`src/rtl/vote_pkg.sv`:
```
// Shared definitions for the vote tally reader and the voting machine it reads.
package vote_pkg;

  localparam int NUM_CAND    = 4;
  localparam int DEF_COUNT_W = 8;

  typedef enum logic [2:0] {
    IDLE    = 3'd0,
    SETUP   = 3'd1,
    PRESS   = 3'd2,
    RELEASE = 3'd3,
    COMPARE = 3'd4,
    DONE    = 3'd5
  } state_t;

  typedef logic [1:0] cand_idx_t;

endpackage

```
`src/rtl/vote_tally_reader_if.sv`:
```
// Bus between the tally reader (master) and the voting machine (slave).
interface vote_tally_reader_if #(
  parameter int COUNT_W = vote_pkg::DEF_COUNT_W
);

  logic               mode;
  logic               button1;
  logic               button2;
  logic               button3;
  logic               button4;
  logic [COUNT_W-1:0] led;

  modport master (
    output mode, button1, button2, button3, button4,
    input  led
  );

  modport slave (
    input  mode, button1, button2, button3, button4,
    output led
  );

endinterface

```
`src/rtl/vote_max4.sv`:
```
// Combinational arg-max over four unsigned counts; the lowest index wins ties.
module vote_max4
  import vote_pkg::*;
#(
  parameter int COUNT_W = DEF_COUNT_W
) (
  input  logic [NUM_CAND-1:0][COUNT_W-1:0] counts,
  output cand_idx_t                        winner,
  output logic                             tie
);

  logic [COUNT_W-1:0] best;

  always_comb begin
    best   = counts[0];
    winner = '0;
    // Strict greater-than keeps the earliest index among equal maxima.
    for (int i = 1; i < NUM_CAND; i++) begin
      if (counts[i] > best) begin
        best   = counts[i];
        winner = cand_idx_t'(i);
      end
    end
    tie = 1'b0;
    for (int i = 0; i < NUM_CAND; i++) begin
      if ((cand_idx_t'(i) != winner) && (counts[i] == best)) tie = 1'b1;
    end
  end

endmodule

```
`src/rtl/vote_tally_reader.sv`:
```
// Drives the voting machine into display mode, presses each candidate button
// in turn, captures the displayed counts, then reports winner and tie status.
module vote_tally_reader
  import vote_pkg::*;
#(
  parameter int SETTLE_CYCLES = 4,
  parameter int GAP_CYCLES    = 2,
  parameter int COUNT_W       = DEF_COUNT_W
) (
  input  logic                clock,
  input  logic                reset,
  input  logic                start,
  vote_tally_reader_if.master bus,
  output logic                busy,
  output logic                done,
  output logic [COUNT_W-1:0]  count1,
  output logic [COUNT_W-1:0]  count2,
  output logic [COUNT_W-1:0]  count3,
  output logic [COUNT_W-1:0]  count4,
  output cand_idx_t           winner,
  output logic                tie
);

  localparam int PH_MAX = (SETTLE_CYCLES > GAP_CYCLES) ? SETTLE_CYCLES : GAP_CYCLES;
  localparam int PH_W   = (PH_MAX > 1) ? $clog2(PH_MAX) : 1;
  localparam logic [PH_W-1:0] SETTLE_LAST = PH_W'(SETTLE_CYCLES - 1);
  localparam logic [PH_W-1:0] GAP_LAST    = PH_W'(GAP_CYCLES - 1);
  localparam cand_idx_t       LAST_CAND   = cand_idx_t'(NUM_CAND - 1);

  state_t                          state;
  state_t                          state_next;
  logic [PH_W-1:0]                 phase;
  cand_idx_t                       idx;
  logic [NUM_CAND-1:0][COUNT_W-1:0] counts;
  cand_idx_t                       max_winner;
  logic                            max_tie;

  vote_max4 #(.COUNT_W(COUNT_W)) u_max (
    .counts (counts),
    .winner (max_winner),
    .tie    (max_tie)
  );

  always_ff @(posedge clock) begin
    if (!reset) state <= IDLE;
    else        state <= state_next;
  end

  always_comb begin
    state_next = state;
    case (state)
      IDLE:    if (start) state_next = SETUP;
      SETUP:   if (phase == GAP_LAST) state_next = PRESS;
      PRESS:   if (phase == SETTLE_LAST) state_next = RELEASE;
      RELEASE: if (phase == GAP_LAST) state_next = (idx == LAST_CAND) ? COMPARE : PRESS;
      COMPARE: state_next = DONE;
      DONE:    state_next = IDLE;
      default: state_next = IDLE;
    endcase
  end

  // Phase restarts on every state change, so each timed state counts from zero.
  always_ff @(posedge clock) begin
    if (!reset) begin
      phase  <= '0;
      idx    <= '0;
      counts <= '0;
      winner <= '0;
      tie    <= 1'b0;
    end else begin
      phase <= (state_next != state) ? '0 : phase + 1'b1;
      if (state == IDLE && start) idx <= '0;
      if (state == RELEASE && phase == GAP_LAST && idx != LAST_CAND) idx <= idx + 1'b1;
      if (state == PRESS && phase == SETTLE_LAST) counts[idx] <= bus.led;
      if (state == COMPARE) begin
        winner <= max_winner;
        tie    <= max_tie;
      end
    end
  end

  always_comb begin
    bus.mode    = 1'b0;
    bus.button1 = 1'b0;
    bus.button2 = 1'b0;
    bus.button3 = 1'b0;
    bus.button4 = 1'b0;
    busy        = 1'b0;
    done        = 1'b0;
    case (state)
      SETUP, RELEASE, COMPARE: begin
        bus.mode = 1'b1;
        busy     = 1'b1;
      end
      PRESS: begin
        bus.mode = 1'b1;
        busy     = 1'b1;
        case (idx)
          2'd0:    bus.button1 = 1'b1;
          2'd1:    bus.button2 = 1'b1;
          2'd2:    bus.button3 = 1'b1;
          default: bus.button4 = 1'b1;
        endcase
      end
      DONE:    done = 1'b1;
      default: ;
    endcase
  end

  assign count1 = counts[0];
  assign count2 = counts[1];
  assign count3 = counts[2];
  assign count4 = counts[3];

endmodule

```
`src/flat_wrapper.sv`:
```
// flat-port wrapper written by rule: the top's interface ports become plain ports
module vote_tally_reader_flat import vote_pkg::*;
#(
  parameter int SETTLE_CYCLES = 4,
  parameter int GAP_CYCLES    = 2,
  parameter int COUNT_W       = DEF_COUNT_W
)
  (clock, reset, start, busy, done, count1, count2, count3, count4, winner, tie, bus_mode, bus_button1, bus_button2, bus_button3, bus_button4, bus_led);
  vote_tally_reader_if #(.COUNT_W(COUNT_W)) bus_i ();
  input  logic clock;
  input  logic reset;
  input  logic start;
  output logic busy;
  output logic done;
  output logic [COUNT_W-1:0] count1;
  output logic [COUNT_W-1:0] count2;
  output logic [COUNT_W-1:0] count3;
  output logic [COUNT_W-1:0] count4;
  output cand_idx_t winner;
  output logic tie;
  output wire logic [$bits(bus_i.mode)-1:0] bus_mode;
  output wire logic [$bits(bus_i.button1)-1:0] bus_button1;
  output wire logic [$bits(bus_i.button2)-1:0] bus_button2;
  output wire logic [$bits(bus_i.button3)-1:0] bus_button3;
  output wire logic [$bits(bus_i.button4)-1:0] bus_button4;
  input wire logic [$bits(bus_i.led)-1:0] bus_led;
  assign bus_mode = bus_i.mode;
  assign bus_button1 = bus_i.button1;
  assign bus_button2 = bus_i.button2;
  assign bus_button3 = bus_i.button3;
  assign bus_button4 = bus_i.button4;
  assign bus_i.led = bus_led;
  vote_tally_reader #(.SETTLE_CYCLES(SETTLE_CYCLES), .GAP_CYCLES(GAP_CYCLES), .COUNT_W(COUNT_W)) u_core (.clock(clock), .reset(reset), .start(start), .bus(bus_i), .busy(busy), .done(done), .count1(count1), .count2(count2), .count3(count3), .count4(count4), .winner(winner), .tie(tie));
endmodule
```
`config.mk`:
```
export PLATFORM = sky130hd
export DESIGN_NAME = vote_tally_reader_flat
export DESIGN_NICKNAME = d
export VERILOG_FILES = /design/src/rtl/vote_pkg.sv /design/src/rtl/vote_tally_reader_if.sv /design/src/rtl/vote_max4.sv /design/src/rtl/vote_tally_reader.sv /design/src/flat_wrapper.sv
export SDC_FILE = /design/constraint.sdc
export NUM_CORES = 1
export LEC_CHECK = 0
export BUFFER_PORTS_ARGS = -buffer_cell sky130_fd_sc_hd__clkbuf_2
export CORE_ASPECT_RATIO = 1.25
export CORE_MARGIN = 3
export CORE_UTILIZATION = 45
export DETAILED_ROUTE_END_ITERATION = 10
export PLACE_DENSITY = 0.74
export SLEW_MARGIN = 30
export SYNTH_ARGS = -nofsm -noshare
export SYNTH_HDL_FRONTEND = slang
export SYNTH_SLANG_ARGS = --single-unit
```
`constraint.sdc`:
```
create_clock -name clock -period 5.6 [get_ports clock]
set_input_delay 0.84 -clock clock [delete_from_list [all_inputs] [get_ports clock]]
set_output_delay 0.84 -clock clock [all_outputs]
set_load 0.02 [all_outputs]
```
==> metrics.yaml, run 1 <==
outcome: "finished clean"
fin_nets: 628
dr.pass1.iters: 6
drt_iter0_drc: 393
syn_to_final_growth_pct: 41.9
worst_ep_required_time_ps: 5840
fin_ws_ps: 78.2
muxShareOfSynthArea_pct: 9.75
final_common_cell: "buf_4"
cp_slowest_cell: "or4_4"
cts.root.buffer_cell: "clkbuf_8"
drive_above_1_share_pct: 41.8
fp.dieArea_sq_mm: 0.00962
min_path_type: "reg -> reg"
start_util_pct: 47.5
gr-total-overflow: 0
final_cell_mix: "buf_4 (89), clkbuf_2 (52), mux2i_1 (35), nor2b_1 (35), dfxtp_1 (31)"
clockBufferDepth: 2
holdWs_ps: 462
wl_um: 15000
synthesis.area_sq_mm: 0.00381
cap_violations: 0
dieHeight_um: 109
yosys_warnings: 0
viasPerCell: 6.25
die_x_um: 88.3
reg2reg_depth: 26
setup_violations: 0
drc: 0
ios: 53
netlist_instances: 458
drtAntennaViolNets: 0
hp-start: "u_core.phase[0]"
fin_skew_ps: 12.8
hold_path_end: "u_core.phase[0]"
cpMostUsedCell: "ha_4"
clkLatencyLatePin_ps: 310
tightestPinTransition_ps: 651
syn_nets: 499
grt_pass1_vias: 4107
route.vias.total: 4267
fillers: 648
diodes: 0
gp_congestion: 1.10
synth-xor-area-share_pct: 5.98
fin_crit_sh_pct: 98.6
synthAdderAreaFrac_pct: 9.85
crit_path_max_fanout: 8
grt_pass1_wl_um: 21900
ir_drop_v: 0.000231
cts_buffers: 5
totalPowerFinal_w: 0.000663
slew_headroom_pct: 56.6
hold_viol: 0
startpoint_type: "flop"
r2r-end: "u_core.tie"
placed_area_sq_mm: 0.00468
grt_start_max_net_pins: 42
critPathCaptureType: "flop"
design_area_sq_mm: 0.00541
hold_depth: 1
worstPathArrival_ps: 5760
synth_edf_count: 0
synth-compound-area-share_pct: 20.9
port_buffers: 52
layout.cells.non_filler: 683
htree_levels: 2
powerDensity_mw_per_mm2: 123
avgSynthCellArea_sq_um: 8.32
routedWlPerCell_um: 22.0
grt.total_usage_pct: 30.3
clkTransAtPathRegs_ps: 90
synth_top_family_by_area: "simple AND/OR/NAND/NOR gates"
drv_slew: 0
crit_family: "compound AO/OA/AOI/OAI gates"
synth_cell_types: 72
core_sq_mm: 0.00802
r2r_start: "u_core.count1[1]"
crit_type: "reg -> reg"
grt_antenna_before_repair: 0
yosys_most_used_dff: "dfxtp_1"
clkSinkCount: 42
r2r_slack_ps: 80
path_buf_inv: 4
ys_ff_latch: 42
dp_slack_ps: -194
critPathMaxStageDelay_ps: 520
max_freq_mhz: 181
rsz0062_at_grt: "true"
row_count: 36
dp.cells: 654
ys_seq_area_share_pct: 22.1
p_leak_nw: 2.54
async_reset_ff_share_pct: 0
cts_tree: "done"
synth-simple-area-share_pct: 25.3
fin_crit_ps: 5520
dp_hpwl_um: 10900
==> Yosys cell counts, types with 3 or more instances <==
cell / number / area share [%]
dfxtp_1: 42 / 22
mux2i_1: 36 / 9.5
nor2b_1: 36 / 5.9
ha_1: 30 / 9.8
a21oi_1: 26 / 3.4
nand2_1: 21 / 2.1
nor2_1: 21 / 2.1
inv_1: 20 / 2.0
and2_1: 16 / 2.6
clkbuf_1: 16 / 1.6
nand3_1: 15 / 2.0
xor2_1: 14 / 3.2
xnor2_1: 12 / 2.8
o21ai_0: 11 / 1.4
nand4_1: 9 / 1.5
o211ai_1: 9 / 1.8
nor3_1: 7 / 0.92
a21o_1: 6 / 1.2
a31oi_1: 6 / 0.99
nor4_1: 6 / 0.99
o2111ai_1: 5 / 1.1
and4_1: 4 / 0.92
buf_2: 4 / 0.53
nand2_2: 4 / 0.66
o21a_1: 4 / 0.79
a211oi_1: 3 / 0.59
a21bo_2: 3 / 0.79
a22oi_1: 3 / 0.59
a311oi_1: 3 / 0.69
and3_1: 3 / 0.49
buf_1: 3 / 0.30
buf_4: 3 / 0.59
nor3b_1: 3 / 0.59
o221ai_1: 3 / 0.69
o22ai_1: 3 / 0.49
or3_1: 3 / 0.49
==> worst max-delay path by stage <==
| stage | startpoint | end | slack (ps) | depth (start not counted) |
|---|---|---|---|---|
| after CTS | u_core.count1[7] | u_core.tie | 20 | 27 |
| after detailed placement | u_core.count1[1] | u_core.tie | -190 | 25 |
| after global placement | u_core.count1[1] | u_core.tie | -140 | 24 |
| after global routing | u_core.count1[1] | u_core.tie | -80 | 25 |
| after floorplan | u_core.count1[6] | u_core.tie | 7 | 29 |
| final | u_core.count1[1] | u_core.tie | 80 | 26 |
==> cell families (layout without fill, tap and decap cells) <==
group / Yosys count / after routing
and+or+nand+nor: 166 / 167
AOI/OAI and AO/OA: 108 / 109
buffers and inverters: 49 / 177
DFF: 42 / 42
muxes: 37 / 37
adders and majority gates: 30 / 30
xor gates and xnor gates: 26 / 26
==> repair_timing <==
action                                  in CTS  in global routing
buffers inserted                             3                 16
hold endpoints to repair                     0                  0
hold buffers                                 0                  0
pin swaps                                    3                 33
endpoints found under the setup margin       1                  1
gates resized for setup                     13                 71
gates cloned                                 0                  2
==> where the power goes <==
group          internal (W)  leakage (nW)  switching, W
Sequential         0.000299         0.346    0.00000470
Combinational     0.0000559          2.14     0.0000620
Clock              0.000134        0.0524      0.000108
==> routing by layer <==
| layer | vias up | track usage, % | routed length (um) |
|---|---|---|---|
| met1 | 2043 | 35.8 | 5780 |
| met5 | - | 0 | 0 |
| met4 | 0 | 17.4 | 1060 |
| met3 | 67 | 4.69 | 1030 |
| li1 | 1934 | - | - |
| met2 | 223 | 51.1 | 7130 |
==> sequential cells by signal (all words and copies together), names as in the netlist <==
register       flops
u_core.phase       2
u_core.tie         1
u_core.count3      8
u_core.count1      8
u_core.winner      2
u_core.count4      8
u_core.count2      8
u_core.state       3
u_core.idx         2
==> cell type report <==
cell class                 instances  area (sq um)  area share, %
clock inverter                     1          30.0          0.555
sequential                        42           867           16.0
clock buffer                       7          76.3           1.41
tap                               95           119           2.20
inverter                          20          75.1           1.39
multi-input combinational        369          3220           59.5
timing repair buffer             149          1020           18.9
==> stage by stage <==
step | util, % | TNS (ps)
2_1_floorplan | - | 0
3_3_place_gp | 58.4 | -139
3_5_place_dp | 58.4 | -194
4_1_cts | 60.9 | 0
5_1_grt | 67.4 | -82.2
6_report | 67.4 | 0
Note: power is estimated with default switching activity, not from simulation.
==> run 2: changes to the inputs <==
--- a/config.mk
+++ b/config.mk
@@ -6,7 +6,7 @@
 export NUM_CORES = 1
 export LEC_CHECK = 0
 export BUFFER_PORTS_ARGS = -buffer_cell sky130_fd_sc_hd__clkbuf_2
-export CORE_ASPECT_RATIO = 1.25
+export CORE_ASPECT_RATIO = 0.6
 export CORE_MARGIN = 3
 export CORE_UTILIZATION = 45
 export DETAILED_ROUTE_END_ITERATION = 10
==> run 2 against run 1 <==
The run now ends with negative setup slack left. Count of clock-buffer cells in the layout down 1. Core utilization grew 1.3 points. Flip-flop and latch count stayed put. Critical endpoint unchanged. Critical path type unchanged. Sequential power barely moved. Largest cell class unchanged. Clock power is 21% higher. Worst setup slack got worse by 79 ps. Total power increased by 7.6%. Combinational power about the same.
==> metrics.yaml, run 2 (same netlist as run 1, synthesis figures left out) <==
postCtsHoldBufs: 0  # unchanged
clockBufferDepth: 2  # unchanged
gp_congestion: 1.10  # about the same
grt_pass1_vias: 3999  # was 4107
dp_slack_ps: -188  # was -194 ps
fin_crit_sh_pct: 100  # was 98.6%
row_count: 25  # was 36
slew_headroom_pct: 54.5  # was 56.6%
clkLatencyLatePin_ps: 290  # was 310 ps
drive_above_1_share_pct: 41.3  # was 41.8%
start_util_pct: 47.4  # was 47.5%
route.vias.total: 4416  # was 4267
tightestPinTransition_ps: 683  # was 651 ps
grt_antenna_before_repair: 0  # unchanged
reg2reg_depth: 27  # was 26
violations: "negative setup slack"
hold_viol: 0  # unchanged
gr-total-overflow: 0  # unchanged
powerDensity_mw_per_mm2: 129  # was 123 mW/mm^2
core_sq_mm: 0.00804  # was 0.00802 sq mm
fin_crit_ps: 5600  # was 5520 ps
min_path_type: "reg -> reg"  # unchanged
ir_drop_v: 0.000102  # was 0.000231 V
clkTransAtPathRegs_ps: 70  # was 90 ps
viasPerCell: 6.23  # was 6.25
drc: 0  # unchanged
crit_type: "reg -> reg"  # unchanged
fin_skew_ps: 8.35  # was 12.8 ps
startpoint_type: "flop"  # unchanged
final_common_cell: "buf_4"  # unchanged
diodes: 0  # unchanged
critPathCaptureType: "flop"  # unchanged
cap_violations: 0  # unchanged
fillers: 629  # was 648
port_buffers: 52  # unchanged
drv_slew: 0  # unchanged
grt_pass1_wl_um: 22800  # was 21900 um
clkSinkCount: 42  # unchanged
worst_ep_required_time_ps: 5820  # was 5840 ps
drt_iter0_drc: 684  # was 393
drtAntennaViolNets: 0  # unchanged
hold_depth: 1  # unchanged
max_freq_mhz: 179  # was 181 MHz
final_cell_mix: "buf_4 (99), clkbuf_2 (52), nor2b_1 (36), mux2i_1 (35), dfxtp_1 (31)"  # was buf_4 (89), clkbuf_2 (52), mux2i_1 (35), nor2b_1 (35), dfxtp_1 (31)
syn_to_final_growth_pct: 45.0  # was 41.9%
dr.pass1.iters: 6  # unchanged
dieHeight_um: 77.3  # was 109 um
hold_path_end: "u_core.phase[0]"  # unchanged
wl_um: 15900  # was 15000 um
htree_levels: 2  # unchanged
grt_start_max_net_pins: 42  # unchanged
ios: 53  # unchanged
routedWlPerCell_um: 22.4  # was 22.0 um
crit_path_start: "u_core.count1[4]"  # was u_core.count1[1]
worstPathArrival_ps: 5820  # was 5760 ps
cts.root.buffer_cell: "clkbuf_16"  # was clkbuf_8
r2r_start: "u_core.count1[4]"  # was u_core.count1[1]
cts_buffers: 5  # unchanged
grt.total_usage_pct: 30.4  # was 30.3%
hp-start: "u_core.phase[0]"  # unchanged
regArea_sq_um: 867  # unchanged
setup_violations: 1  # was 0
r2r_slack_ps: -1  # was 80 ps
r2r-end: "u_core.tie"  # unchanged
die_x_um: 125  # was 88.3 um
fin_ws_ps: -1.15  # was 78.2 ps
fp.dieArea_sq_mm: 0.00965  # was 0.00962 sq mm
fin_nets: 641  # was 628
outcome: "finished, violations left"  # was finished clean
crit_path_max_fanout: 6  # was 8
cts_tree: "done"  # unchanged
dp_hpwl_um: 11400  # was 10900 um
multi_input_area_sq_mm: 0.00318  # was 0.00322 sq mm
p_leak_nw: 2.58  # was 2.54 nW
holdWs_ps: 460  # was 462 ps
## run 2: cell count changes in the layout (fill, tap and decap cells not counted), moves of 3 or more
cell	previous run	this run
inv_1	16	19
buf_6	7	11
ha_4	12	15
inv_2	4	1
clkbuf_8	5	0
buf_4	89	99
nor4_1	3	6
nand3_1	10	13
clkbuf_16	0	5
nand3_2	5	2
## run 2: critical path, cell delays in order, from the launching register on
cell and delay, ps:
dfxtp_4 350, inv_1 60, ha_1 280, and4_4 250, nand2_2 70, a21o_4 220, buf_6 130, a21bo_1 210
and2_4 180, ha_4 240, buf_4 130, o211a_4 140, o211ai_4 260, buf_4 170, buf_4 120, a21oi_1 90
a41o_1 260, ha_1 210, a21oi_2 140, nor2_1 80, a211oi_4 290, a21oi_4 160, a311oi_2 350, buf_4 180
o21ai_0 110, a22o_1 270, or4_4 420, a41oi_2 170
## run 2: final cells by class
class,instances,share of cell area (%)
Clock buffer,6,2.33
Multi-Input combinational cell,369,57.5
Inverter,20,1.36
Tap cell,108,2.45
Clock inverter,2,0.249
Timing Repair Buffer,162,20.4
Sequential cell,42,15.7
## run 2: how the worst max path moves through the flow
stage                       endpoint  slack, ps
after floorplan           u_core.tie          7
after global placement    u_core.tie        -80
after detailed placement  u_core.tie       -190
after CTS                 u_core.tie        0.3
after global routing      u_core.tie       -120
final                     u_core.tie         -1
## run 2: metrics by stage
stage	std cells	power, W	TNS, ps	util, %	instance area, sq um
floorplan	458	0.000376	0	-	3900
global placement	670	0.000404	-79.3	58.7	4720
detailed placement	670	0.000406	-188	58.7	4720
CTS	689	0.000707	0	62.9	5060
global route	709	0.000741	-118	68.7	5530
finish	709	0.000714	-1.15	68.7	5530
## run 2: power breakdown
group	internal (W)	leakage, nW	switching (W)
combinational	0.0000541	2.17	0.0000630
clock	0.000166	0.0708	0.000126
sequential	0.000300	0.346	0.00000499
total	0.000519	2.58	0.000194
## run 2: repair_timing
action,4_1_cts,5_1_grt
hold endpoints to repair,0,0
cloned,2,0
endpoints found under the setup margin,1,1
pin swaps,11,27
setup buffers,9,20
resized for setup,20,51
## run 2: per-layer routing
layer	GRT usage, %	wire (um)	vias to the layer above
met5	0	0	-
met2	41.4	6340	318
met4	7.79	414	0
li1	-	-	1976
met3	8.63	2080	47
met1	46.0	7040	2075
